`src/rtl/dm_arbiter.sv`:
```
// Data-memory arbiter: shares the single-port data RAM between CPU load/store
// and a loader burst engine, with a bounded-starvation guarantee for the loader.
//
// state | meaning
// IDLE  | no burst; CPU owns the RAM, ld_start accepted
// BURST | loader words outstanding; CPU has priority until starve limit
// DONE  | one-cycle ld_done pulse, then back to IDLE
module dm_arbiter #(
    parameter int ADDR_W     = 8,
    parameter int DATA_W     = 32,
    parameter int STARVE_MAX = 4
) (
    input  logic              clk,
    input  logic              clr,
    input  logic              cpu_req,
    input  logic              cpu_we,
    input  logic [ADDR_W-1:0] cpu_addr,
    input  logic [DATA_W-1:0] cpu_wdata,
    output logic [DATA_W-1:0] cpu_rdata,
    output logic              cpu_stall,
    input  logic              ld_start,
    input  logic              ld_we,
    input  logic [ADDR_W-1:0] ld_base,
    input  logic [ADDR_W-1:0] ld_len,
    input  logic [DATA_W-1:0] ld_wdata,
    output logic              ld_ack,
    output logic [DATA_W-1:0] ld_rdata,
    output logic              ld_rvalid,
    output logic              ld_busy,
    output logic              ld_done,
    output logic [ADDR_W-1:0] ram_addr,
    output logic              ram_cs,
    output logic              ram_rd,
    output logic [DATA_W-1:0] ram_wdata,
    input  logic [DATA_W-1:0] ram_rdata
);

    localparam logic [1:0] S_IDLE  = 2'd0;
    localparam logic [1:0] S_BURST = 2'd1;
    localparam logic [1:0] S_DONE  = 2'd2;
    localparam logic [3:0] STARVE_LIM = 4'(STARVE_MAX);

    logic [1:0]        state_q;
    logic              dir_q;
    logic [ADDR_W-1:0] addr_q;
    logic [ADDR_W-1:0] remain_q;
    logic [3:0]        starve_q;
    logic              ld_grant;
    logic              cpu_grant;

    // clr gates the grants so every output is quiet while reset is held
    always_comb begin
        ld_grant  = ~clr & (state_q == S_BURST) & (~cpu_req | (starve_q == STARVE_LIM));
        cpu_grant = ~clr & cpu_req & ~ld_grant;
    end

    always_comb begin
        ram_cs    = 1'b0;
        ram_rd    = 1'b0;
        ram_addr  = '0;
        ram_wdata = '0;
        cpu_rdata = '0;
        ld_rdata  = '0;
        ld_ack    = 1'b0;
        ld_rvalid = 1'b0;
        if (cpu_grant) begin
            ram_cs    = 1'b1;
            ram_rd    = ~cpu_we;
            ram_addr  = cpu_addr;
            ram_wdata = cpu_wdata;
            cpu_rdata = ram_rdata;
        end else if (ld_grant) begin
            ram_cs    = 1'b1;
            ram_rd    = ~dir_q;
            ram_addr  = addr_q;
            ram_wdata = ld_wdata;
            ld_ack    = dir_q;
            ld_rvalid = ~dir_q;
            ld_rdata  = dir_q ? '0 : ram_rdata;
        end
    end

    assign cpu_stall = cpu_req & ~cpu_grant & ~clr;
    assign ld_busy   = (state_q == S_BURST) | (state_q == S_DONE);
    assign ld_done   = (state_q == S_DONE);

    always_ff @(posedge clk or posedge clr) begin
        if (clr) begin
            state_q  <= S_IDLE;
            dir_q    <= 1'b0;
            addr_q   <= '0;
            remain_q <= '0;
            starve_q <= '0;
        end else begin
            case (state_q)
                S_IDLE: begin
                    starve_q <= '0;
                    if (ld_start) begin
                        dir_q    <= ld_we;
                        addr_q   <= ld_base;
                        remain_q <= ld_len;
                        state_q  <= (ld_len == '0) ? S_DONE : S_BURST;
                    end
                end
                S_BURST: begin
                    if (ld_grant) begin
                        addr_q   <= addr_q + ADDR_W'(1);
                        remain_q <= remain_q - ADDR_W'(1);
                        starve_q <= '0;
                        if (remain_q == ADDR_W'(1)) begin
                            state_q <= S_DONE;
                        end
                    end else if (starve_q != STARVE_LIM) begin
                        // loader only loses a BURST cycle to a CPU request
                        starve_q <= starve_q + 4'd1;
                    end
                end
                S_DONE:  state_q <= S_IDLE;
                default: state_q <= S_IDLE;
            endcase
        end
    end

endmodule

```
`config.mk`:
```
export PLATFORM = sky130hd
export DESIGN_NAME = dm_arbiter
export DESIGN_NICKNAME = d
export VERILOG_FILES = /design/src/rtl/dm_arbiter.sv
export SDC_FILE = /design/constraint.sdc
export NUM_CORES = 1
export LEC_CHECK = 0
export CORE_AREA = 2 2 103 85
export DETAILED_ROUTE_END_ITERATION = 6
export DIE_AREA = 0 0 105 87
export HOLD_SLACK_MARGIN = 0.12
export PLACE_DENSITY = 0.82
export REMOVE_ABC_BUFFERS = 1
export SETUP_SLACK_MARGIN = 0.4
export SKIP_CTS_REPAIR_TIMING = 1
export SLEW_MARGIN = 0
export SYNTH_ARGS = -nofsm -noshare
export SYNTH_HDL_FRONTEND = slang
export SYNTH_SLANG_ARGS = --single-unit
```
`constraint.sdc`:
```
create_clock -name clk -period 2.2 [get_ports clk]
set_input_delay 0.22 -clock clk [delete_from_list [all_inputs] [get_ports clk]]
set_output_delay 0.22 -clock clk [all_outputs]
set_load 0.005 [all_outputs]
```
## After elaboration in Yosys (flattened, before gate mapping)

Cells that the tools add are included.

| storage, ports and cells | value |
|---|---|
| output and inout bits | 111 |
| register bits | 23 |
| word-level logic and storage cells | 67 |

| cells by class | value |
|---|---|
| bitwise operators | 14 |
| muxes and demuxes | 29 |
| add/subtract/negate cells | 3 |
| reduce and logical (&&, ||, !) cells | 7 |
| equal/unequal tests | 9 |

Operators with widths:

| operator | number |
|---|---|
| 2-to-1 mux 32 bit | 6 |
| 2-to-1 mux 8 bit | 6 |
| case mux 8 bit (2 select lines) | 2 |
| adder 8 x 1 -> 8 bit (second input constant) | 1 |
| == test 8 x 1 -> 1 bit (second input constant) | 1 |
| logical NOT 8 bit | 1 |
| 2-to-1 mux 2 bit | 4 |
| 2-to-1 mux 4 bit | 2 |
| case mux 4 bit (2 select lines) | 1 |
| subtractor 8 x 1 -> 8 bit (second input constant) | 1 |
| 2-to-1 mux 1 bit | 7 |
| bitwise AND 1 bit | 6 |
| NOT 1 bit | 6 |
| AND reduction 3 bit | 2 |
| adder 4 x 1 -> 4 bit (second input constant) | 1 |
| == test 4 x 3 -> 1 bit (second input constant) | 1 |
| inequality test 2 bit (second input constant) | 2 |
| inequality test 4 x 3 -> 1 bit (second input constant) | 1 |
| case mux 2 bit (2 select lines) | 1 |
| AND reduction 2 bit | 2 |
| inequality test 3 x 2 -> 1 bit (second input constant) | 1 |
| == test 2 x 1 -> 1 bit (second input constant) | 1 |
| == test 2 bit (second input constant) | 1 |
| logical NOT 2 bit | 1 |
| other kinds (3) | 4 |

## Depth between registers and ports, before layout

| logic depth | value |
|---|---|
| depth after elaboration | 8 |
| mapped depth | 8 |
| gate-level depth less buffers | 6 |

## Worst setup path before layout

OpenSTA, ideal clock, no wires.

| timing | value |
|---|---|
| path type | register -> output |
| from | register starve_q[0] |
| to | output ld_rdata[10] |
| buffers on the path | 2 |
| slack | 0.341 ns |
| cell stages (with the launch flop) | 9 |
| arrival time | 1.639 ns |
| cells stage by stage | dfrtp_1 -> inv_1 -> ha_1 -> nor4bb_1 -> buf_4 -> o21a_2 -> and2b_4 -> buf_4 -> and2_1 |

| between the ends | value |
|---|---|
| longest elaborated chain between the ends | 6 |
| elaborated cells on any way between the ends | 7 |
| classes of those cells | 1 x eq/ne; 2 x mux; 4 x bitwise |

RTL lines:

| item | RTL line | RTL |
|---|---|---|
| from (decl) | 47 | `logic [3:0] starve_q;` |
| from (signal assigned) | 115 | `starve_q <= starve_q + 4'd1;` |
| == test 4 x 3 -> 1 bit (*) | 53 | `ld_grant = ~clr & (state_q == S_BURST) & (~cpu_req \| (starve_q == STARVE_LIM));` |
| OR 1 bit (*) | 53 |  |
| bitwise AND 1 bit (*) | 53 |  |
| NOT 1 bit | 54 | `cpu_grant = ~clr & cpu_req & ~ld_grant;` |
| bitwise AND 1 bit | 54 |  |
| 2-to-1 mux 32 bit (*) | 66 | `if (cpu_grant) begin` |
| to (decl) | 27 | `output logic [DATA_W-1:0] ld_rdata,` |

Every way passes the cells marked *; elsewhere a longest branch is shown, timed or not.

## Final worst setup path

| timing | value |
|---|---|
| from | register starve_q[1] |
| to | output ld_rdata[3] |

The elaborated chain is that of the path after synthesis.

==> qor.yml <==
slew_headroom: 0.609
multi_input_area_um2: 2010
violations: "negative setup slack"
dr.pass1.iters: 6
p_leak_nw: 2.85
seq_area_um2: 576
die_h_um: 87
drc: 0
final_nets: 763
slowest_delay_ns: 0.40
clk_pin_slew_worst_paths_ns: 0.09
cp-start-kind: "flop"
die_w_um: 105
drt_iter0_drc: 295
root_buffer: "clkbuf_8"
finalCritPeriodShare: 1.09
antenna_cells: 0
tritoncts: "done"
rsz0062_at_grt: "yes"
peakVddDrop_mv: 0.522
dp_hpwl_um: 11300
yosys_most_used_dff: "dfrtp_1"
coreArea_um2: 8180
syn_to_final_growth_pct: 141
setup_tns_ns: -5.28
slowest_stage: "dfrtp_1"
clock_skew_ns: 0.00613
final_antenna_net_count: 0
synth_area_um2: 2480
gr-usage-all-layers: 0.274
initial_utilization: 0.303
worstPathArrival_ns: 2.17
grt_use_met2: 0.486
ys_async_sr_fraction: 1.00
synth_cells: 315
clock_latency_ns: 0.28
cts_sinks: 23
grt_pass1_wl_um: 19200
rows: 30
nFillCells: 621
met3_usage: 0.0374
outcome: "finished, violations left"
crit_chain: "inv_2 -> ha_4 -> nor4bb_4 -> o21a_4 -> and2b_2 -> buf_6 -> buf_6 -> buf_6 -> and2_4 -> buf_6"
max-cap-violations: 0
vias_per_cell: 5.40
cts_buffers: 3
grt_max_degree: 51
worst_slack_ns: -0.193
gr-total-overflow: 0
finalMaxSlewViolations: 0
crit_family: "simple AND/OR/NAND/NOR gates"
cp_common_cell: "buf_6"
cts_buffer_depth: 2
met1_usage: 0.357
crit_fanout: 6
p_per_area_nw_per_um2: 678
final.min_clock_period_ns: 2.39
syn_avg_cell_area_um2: 7.87
htree_levels: 1
setup_viol: 67
required_ns: 1.98
drt-total-wl_um: 16200
ys_seq_area_frac: 0.232
grt_pass1_vias: 3288
place_congestion: 0.931
critical_path_class: "flop to output pin"
worst_pin_slew_ns: 0.582
antenna_found_initial: 0
grt_busiest_layer: "met2"
max_freq_mhz: 418
dieArea_um2: 9140
vias: 3994
hold_violations: 0
synth_cell_type_count: 48
layout-drive-gt1-share: 0.443
final_core_util: 0.730
critPathBufInv: 5
portBuffers: 236
yosys_register_bits: 23
ios: 237
synth_edf_count: 0
crit_path_end_kind: "output pin"
hold_class: "flop to flop"
post_drt_wl_per_cell_um: 21.9
yosys_warnings: 0
[per-stage QoR]
step	total power, mW	setup WS [ns]	hold WS, ns	instance area (um^2)	std cells
2_1_floorplan	1.93	-0.718	0.227	2340	288
3_3_place_gp	2.95	-0.262	0.509	5130	667
3_5_place_dp	3.05	-0.325	0.520	5130	667
4_1_cts	3.33	-0.637	0.509	5170	671
5_1_grt	4.26	-0.248	0.601	5970	740
6_report	4.05	-0.193	0.549	5970	740
[worst min-delay path, stage by stage (launching register included)]
cell and delay, ns:
dfrtp_1 0.37, o31ai_1 0.07, o21ai_1 0.07
[per-layer routing]
layer / routed length (um) / vias up
met3: 1360 / 41
met1: 6350 / 1913
met5: 0 / -
met2: 7960 / 239
met4: 519 / 0
li1: - / 1801
[synthesized netlist by cell type (5+ instances only)]
library cell / instances / area [um^2]
a21oi_1: 11 / 55.1
a22o_1: 41 / 359
a2bb2oi_1: 5 / 43.8
a31oi_1: 5 / 31.3
and2_1: 65 / 407
buf_2: 12 / 60.1
clkbuf_1: 10 / 37.5
dfrtp_1: 23 / 576
ha_1: 8 / 100
inv_1: 14 / 52.6
nand2_1: 14 / 52.6
nand3_1: 12 / 60.1
nor2_1: 11 / 41.3
o21ai_0: 13 / 65.1
o22ai_1: 10 / 62.6
[report_power, final]
group	switching, mW	internal (mW)	leakage (nW)
Clock	0.154	0.130	0.0228
Sequential	0.264	0.613	0.272
Combinational	1.32	1.57	2.56
Total	1.74	2.32	2.85
[registers in the layout (all words and copies together) (netlist names)]
| signal | cells |
|---|---|
| remain_q | 8 |
| addr_q | 8 |
| starve_q | 4 |
| dir_q | 1 |
| state_q | 2 |
[kinds of logic after synthesis]
family / after synthesis / share of synthesized area
multiplexers: 5 / 0.0207
AND/OR/NAND/NOR: 134 / 0.312
AO/OA/AOI/OAI: 104 / 0.319
flip-flops: 23 / 0.232
adder cells (fa/ha/maj): 8 / 0.0404
buffers and inverters: 41 / 0.0757
[area by class of cell]
type | instances | share of cell area
timing repair buffer | 333 | 0.528
multi-input combinational | 254 | 0.336
sequential | 23 | 0.0964
tap | 112 | 0.0235
inverter | 14 | 0.00880
clock buffer | 4 | 0.00754
[cells in the final DEF, fill, tap and decap left out, types with 8 or more instances in the layout]
cell / synthesis / routed
a22o_1: 41 / 41
and2_1: 65 / 29
and2_4: 0 / 36
buf_12: 0 / 8
buf_2: 12 / 26
buf_4: 3 / 49
buf_6: 1 / 62
clkbuf_16: 0 / 9
clkbuf_2: 0 / 47
clkdlybuf4s50_1: 0 / 126
dfrtp_1: 23 / 23
inv_1: 14 / 11
nand2_1: 14 / 12
nand3_1: 12 / 12
nor2_1: 11 / 10
o21ai_0: 13 / 9
o22ai_1: 10 / 10
[final timing paths]
check	cells past startpoint	end	slack, ns	start
hold / removal	2	remain_q[5]	0.55	remain_q[5]
setup reg to reg	9	addr_q[6]	0.34	starve_q[1]
setup / recovery	10	ld_rdata[3]	-0.19	starve_q[1]
min in group asynchronous	4	remain_q[0]	0.64	clr
max in group asynchronous	4	remain_q[5]	1.32	clr
hold reg to reg	2	remain_q[5]	0.55	remain_q[5]
(Power assumes the default switching activity.)
